### src/rtl/seg_scan_pkg.sv
`default_nettype none
// ============================================================================
// Module   : seg_scan_pkg
// Brief    : Shared constants for the seven-segment scan path. The digit
//            count is common to the scanner and the hex-to-segment converter.
// Revision : 1.0 - initial release
// ============================================================================
package seg_scan_pkg;

    // Number of physical display digits on the board
    localparam int SEG_DIGITS = 4;

    // Board clock and per-digit slot rate used to derive the scan divider
    localparam int BOARD_CLK_HZ = 50_000_000;
    localparam int SCAN_SLOT_HZ = 1_000;
    localparam int SEG_SCAN_DIV = BOARD_CLK_HZ / SCAN_SLOT_HZ;

    // Level that turns a digit on; the display anodes are driven low-active
    localparam logic DIG_ACTIVE_LEVEL = 1'b0;

    // Index width for a counter over n items, never narrower than one bit
    function automatic int idx_width(input int n);
        return (n > 1) ? $clog2(n) : 1;
    endfunction

endpackage
`default_nettype wire

### src/rtl/seg_scan_prescaler.sv
`default_nettype none
// ============================================================================
// Module   : seg_scan_prescaler
// Brief    : Terminal-count divider. Counts 0..TERMINAL-1 and wraps; o_tick
//            is high for the single cycle the count sits at TERMINAL-1.
// Revision : 1.0 - initial release
// ============================================================================
module seg_scan_prescaler
    import seg_scan_pkg::*;
#(
    parameter int TERMINAL = 4
) (
    input  logic clk,
    input  logic rst_n,
    output logic o_tick
);

    localparam int                c_DIV_W = idx_width(TERMINAL);
    localparam logic [c_DIV_W-1:0] c_LAST  = c_DIV_W'(TERMINAL - 1);

    logic [c_DIV_W-1:0] r_div;

    // Free-running divider that wraps at the terminal count
    always_ff @(posedge clk or negedge rst_n) begin
        if (!rst_n) begin
            r_div <= '0;
        end else if (r_div == c_LAST) begin
            r_div <= '0;
        end else begin
            r_div <= r_div + c_DIV_W'(1);
        end
    end

    assign o_tick = (r_div == c_LAST);

endmodule
`default_nettype wire

### src/rtl/seg_scan.sv
`default_nettype none
// ============================================================================
// Module   : seg_scan
// Brief    : Multiplexed seven-segment scanner. Holds a DIGITS-nibble hex
//            value, steps one digit per SCAN_DIV cycles, presents the nibble
//            to the registered hex-to-segment converter and drives the
//            matching active-low digit enables one cycle later so both land
//            on the same edge. Optional leading-zero blanking.
// Revision : 1.0 - initial release
// ============================================================================
module seg_scan
    import seg_scan_pkg::*;
#(
    parameter int DIGITS   = SEG_DIGITS,
    parameter int SCAN_DIV = SEG_SCAN_DIV
) (
    input  logic                  clk,
    input  logic                  rst_n,
    input  logic                  load,
    input  logic [4*DIGITS-1:0]   value,
    input  logic                  lz_en,
    output logic [3:0]            nib,
    output logic [DIGITS-1:0]     dig_n,
    output logic                  frame
);

    localparam int                 c_IDX_W    = idx_width(DIGITS);
    localparam logic [c_IDX_W-1:0] c_LAST_IDX = c_IDX_W'(DIGITS - 1);
    localparam logic [DIGITS-1:0]  c_DIG_OFF  = {DIGITS{~DIG_ACTIVE_LEVEL}};

    logic                  w_tick;
    logic                  w_boundary;
    logic                  w_blank;
    logic [3:0]            w_nib;
    logic [DIGITS-1:0]     w_sel;

    logic [c_IDX_W-1:0]    r_idx;
    logic [c_IDX_W-1:0]    r_idx_d;
    logic [4*DIGITS-1:0]   r_shadow;
    logic [4*DIGITS-1:0]   r_disp;
    logic [3:0]            r_nib;
    logic                  r_blank;
    logic [DIGITS-1:0]     r_dig_n;
    logic                  r_frame;

    seg_scan_prescaler #(
        .TERMINAL (SCAN_DIV)
    ) u_prescaler (
        .clk    (clk),
        .rst_n  (rst_n),
        .o_tick (w_tick)
    );

    // A frame ends on the tick that leaves the last digit slot
    assign w_boundary = w_tick && (r_idx == c_LAST_IDX);

    // Digit index advances once per slot and wraps after the last digit
    always_ff @(posedge clk or negedge rst_n) begin
        if (!rst_n) begin
            r_idx <= '0;
        end else if (w_tick) begin
            r_idx <= (r_idx == c_LAST_IDX) ? '0 : r_idx + c_IDX_W'(1);
        end
    end

    // Loads land in the shadow; the display copy only changes between frames
    // so a frame never shows a mix of old and new digits. A load on the
    // boundary cycle bypasses the shadow so it is not lost for a whole frame.
    always_ff @(posedge clk or negedge rst_n) begin
        if (!rst_n) begin
            r_shadow <= '0;
            r_disp   <= '0;
        end else begin
            if (load) begin
                r_shadow <= value;
            end
            if (w_boundary) begin
                r_disp <= load ? value : r_shadow;
            end
        end
    end

    // Current digit is blank when it and every more significant nibble is zero
    always_comb begin
        logic w_nz_above;
        w_blank    = 1'b0;
        w_nz_above = 1'b0;
        for (int k = DIGITS - 1; k >= 0; k--) begin
            if (r_disp[4*k +: 4] != 4'h0) begin
                w_nz_above = 1'b1;
            end
            if (c_IDX_W'(k) == r_idx) begin
                w_blank = lz_en && (k != 0) && !w_nz_above;
            end
        end
    end

    assign w_nib = r_disp[{r_idx, 2'b00} +: 4];
    assign w_sel = DIGITS'(1) << r_idx_d;

    // Output stage: nibble now, enable one cycle later to match the converter
    always_ff @(posedge clk or negedge rst_n) begin
        if (!rst_n) begin
            r_nib   <= 4'h0;
            r_blank <= 1'b1;
            r_idx_d <= '0;
            r_dig_n <= c_DIG_OFF;
            r_frame <= 1'b0;
        end else begin
            r_nib   <= w_nib;
            r_blank <= w_blank;
            r_idx_d <= r_idx;
            r_dig_n <= r_blank ? c_DIG_OFF : (w_sel ^ c_DIG_OFF);
            r_frame <= w_boundary;
        end
    end

    assign nib   = r_nib;
    assign dig_n = r_dig_n;
    assign frame = r_frame;

endmodule
`default_nettype wire

### config.mk
export PLATFORM = sky130hd
export DESIGN_NAME = seg_scan
export DESIGN_NICKNAME = d
export VERILOG_FILES = /design/src/rtl/seg_scan_pkg.sv /design/src/rtl/seg_scan_prescaler.sv /design/src/rtl/seg_scan.sv
export SDC_FILE = /design/constraint.sdc
export NUM_CORES = 1
export LEC_CHECK = 0
export CAP_MARGIN = 20
export CELL_PAD_IN_SITES_DETAIL_PLACEMENT = 0
export CELL_PAD_IN_SITES_GLOBAL_PLACEMENT = 2
export CORE_ASPECT_RATIO = 1.5
export CORE_MARGIN = 3
export CORE_UTILIZATION = 42
export DETAILED_ROUTE_END_ITERATION = 12
export PLACE_DENSITY_LB_ADDON = 0.1
export SYNTH_ARGS = -nofsm -noshare
export SYNTH_HDL_FRONTEND = slang
export SYNTH_SLANG_ARGS = --single-unit
### constraint.sdc
create_clock -name clk -period 5.1 [get_ports clk]
set_input_delay 0.765 -clock clk [delete_from_list [all_inputs] [get_ports clk]]
set_output_delay 0.765 -clock clk [all_outputs]
set_load 0.1 [all_outputs]
==> results.yml <==
critical_path:
  worstPathCellList: "clkdlybuf4s50_1"
  rr_startpoint: "u_prescaler.r_div[5]"
  path_buf_inv: 1
  cp.required_ns: 4.34
  cp-end-kind: "output port"
  max_stage_delay_ns: 1.12
  slowest_stage: "clkdlybuf4s50_1"
  crit_type: "flip-flop to output port"
  reg2reg_slack_ns: 3.10
  critical_path_arrival_ns: 1.97
  reg2reg_depth: 4
  startpoint_type: "flip-flop"
  path_max_fanout: 1
  reg2reg_to: "r_disp[13]"
  path_delay_family: "buffers and inverters"
floorplanning:
  coreArea_mm2: 0.00591
  die_width_um: 70.2
  io_pins: 29
  die_h_um: 102
  initial_core_util_pct: 43.9
  die_area_mm2: 0.00719
  num_rows: 34
hold_path:
  whs_path_depth: 1
  hold_path.class: "flip-flop to flip-flop"
  holdCritStartpoint: "r_idx_d[1]"
  hold_end: "dig_n[2]"
timing:
  setup_tns_ns: 0
  slew_viol_final: 0
  hold_viol: 0
  maxSlewHeadroom_pct: 35.2
  post-route-period-util_pct: 53.7
  grt_setup_unrepaired: "false"
  fin_ws_ns: 2.36
  worst_slew_pin_slew_ns: 0.970
  finalSetupViolations: 0
  max_freq_mhz: 365
  period_minus_slack_ns: 2.74
  fin_worst_skew_ns: 0.0121
clock_tree:
  cts_buffers: 9
  clk_pin_slew_ns: 0.06
  cts_resized: 0
  holdBufCountCts: 0
  cts_tree: "built"
  numClockSinks: 62
  clkLatencyLatePin_ns: 0.33
  post-cts-setup-buffers: 0
  htreeDepth: 3
  clock_path_buffers: 2
  cts.root.buffer_cell: "clkbuf_8"
logic_synthesis:
  ys_warn_count: 0
  ys_seq_area_share_pct: 59.9
  synth_seq_cells: 62
  yosysUniqueCellTypes: 31
  syn_area_mm2: 0.00260
  synth_nets: 206
  synth_area_per_cell_um2: 14.4
  synth_cells: 181
finish:
  syn2layout_area_growth_pct: 20.3
  drive_gt1_share_pct: 26.9
  fin_util_pct: 52.9
  n_fill_cell: 500
  layout.nets: 243
  num_antenna_cells: 0
global_routing:
  grt_pass1_vias: 1686
  antenna_found_initial: 0
  met3_usage_pct: 4.13
  top_usage_layer: "met2"
  grt_pass1_wl_um: 8040
  grtUsageMet2_pct: 26.6
  overflow: 0
  use_met1_pct: 15.2
  grt_max_degree: 63
  grt_usage_pct: 14.9
detailed_routing:
  finalWirelength_um: 4810
  firstDrtPassIters: 6
  antenna_left: 0
  route.detailed.drc: 0
  routedWlPerCell_um: 16.3
  num_vias: 1540
  routed_via_density: 5.22
  dr.first_iter.drc_count: 52
outcome:
  status: "completed"
placed_design:
  dp_slack_ns: 2.54
  gp_congestion: 0.796
  place_hpwl_um: 3430
  io_buffers: 28
power:
  p_leak_nw: 1.38
  power_density_mw_per_mm2: 295
  ir_drop_mv: 0.167
run:
  cap_violations: 0
==> area by class of cell <==
| cell class | instances | area [um2] | share of cell area (%) |
|---|---|---|---|
| clock buffers | 15 | 166 | 5.32 |
| clock inverters | 1 | 5.00 | 0.160 |
| inverters | 4 | 15.0 | 0.480 |
| multi-input cells | 110 | 995 | 31.8 |
| flip-flops and latches | 62 | 1560 | 49.8 |
| well taps | 72 | 90.1 | 2.88 |
| repair buffers | 31 | 298 | 9.52 |
==> through the flow <==
stage          total power, mW  hold slack, ns  instances  area (um2)
5_1_grt                  0.967           0.465        295        3130
2_1_floorplan            0.533           0.400        181        2600
4_1_cts                  0.937           0.434        295        3130
3_3_place_gp             0.559           0.408        279        2960
6_report                 0.923           0.430        295        3130
3_5_place_dp             0.562           0.426        279        2960
==> how the worst max path moves through the flow <==
stage	startpoint	to	slack, ns	cells after the start
2_1_floorplan	load	r_disp[10]	2.99	4
3_3_place_gp	load	r_disp[5]	2.58	3
3_5_place_dp	load	r_disp[13]	2.54	3
4_1_cts	dig_n[1]	dig_n[1]	2.34	1
5_1_grt	dig_n[1]	dig_n[1]	2.33	1
6_report	dig_n[1]	dig_n[1]	2.36	1
==> registers in the layout, summed over array words and instances (netlist names) <==
name               flops
r_disp                16
r_shadow              16
u_prescaler.r_div     16
dig_n                  4
nib                    4
r_idx                  2
r_idx_d                2
frame                  1
r_blank                1
==> cells in the mapped netlist <==
master | instances | area (um2)
dfrtp_1 | 57 | 1430
mux2_2 | 23 | 259
nor2_1 | 14 | 52.6
mux2_4 | 9 | 135
xnor2_1 | 9 | 78.8
nand3_1 | 7 | 35.0
nand2_1 | 6 | 22.5
nor4_1 | 6 | 37.5
dfstp_2 | 5 | 131
ha_1 | 5 | 62.6
nand4_1 | 5 | 31.3
xor2_1 | 5 | 43.8
inv_1 | 4 | 15.0
mux4_2 | 4 | 90.1
o21ai_0 | 3 | 15.0
clkbuf_1 | 2 | 7.51
nand4bb_1 | 2 | 22.5
nor3_1 | 2 | 10.0
and3_1 | 1 | 6.26
and4_1 | 1 | 8.76
and4b_1 | 1 | 10.0
buf_1 | 1 | 3.75
buf_2 | 1 | 5.00
buf_8 | 1 | 15.0
mux2i_1 | 1 | 10.0
nand3b_1 | 1 | 7.51
nor2b_1 | 1 | 6.26
nor4_4 | 1 | 21.3
or3_1 | 1 | 6.26
or3b_2 | 1 | 8.76
or4b_4 | 1 | 13.8
==> cell usage in the layout, fill, tap and decap left out, types with 4 or more instances in the layout <==
| cell | netlist | layout |
|---|---|---|
| dfrtp_1 | 57 | 57 |
| clkdlybuf4s50_1 | 0 | 27 |
| mux2_2 | 23 | 23 |
| nor2_1 | 14 | 14 |
| clkbuf_8 | 0 | 11 |
| xnor2_1 | 9 | 9 |
| mux2_4 | 9 | 9 |
| nand3_1 | 7 | 7 |
| nor4_1 | 6 | 6 |
| nand2_1 | 6 | 6 |
| nand4_1 | 5 | 5 |
| xor2_1 | 5 | 5 |
| ha_1 | 5 | 5 |
| dfstp_2 | 5 | 5 |
| mux4_2 | 4 | 4 |
| inv_1 | 4 | 4 |
| clkbuf_1 | 2 | 4 |
==> logic make-up (layout without fill, tap and decap cells) <==
family	Yosys count	count (layout)	synth area share [%]
flops	62	62	59.9
mux	37	37	19.0
fa+ha+maj	5	5	2.41
buf+inv	9	51	1.78
simple gates	51	51	11.6
compound gates	3	3	0.578
xor+xnor	14	14	4.72
==> power by group <==
group / internal (mW) / switching (mW) / total, mW
Sequential: 0.505 / 0.00317 / 0.508
Combinational: 0.0245 / 0.0198 / 0.0443
Clock: 0.203 / 0.168 / 0.371
Total: 0.732 / 0.191 / 0.923
==> metal layers <==
layer,vias up,part of all wire [%]
met3,16,4.4
met2,33,54
met1,774,38
met4,0,4.0
li1,717,-
met5,-,0
(Power assumes the default switching activity.)
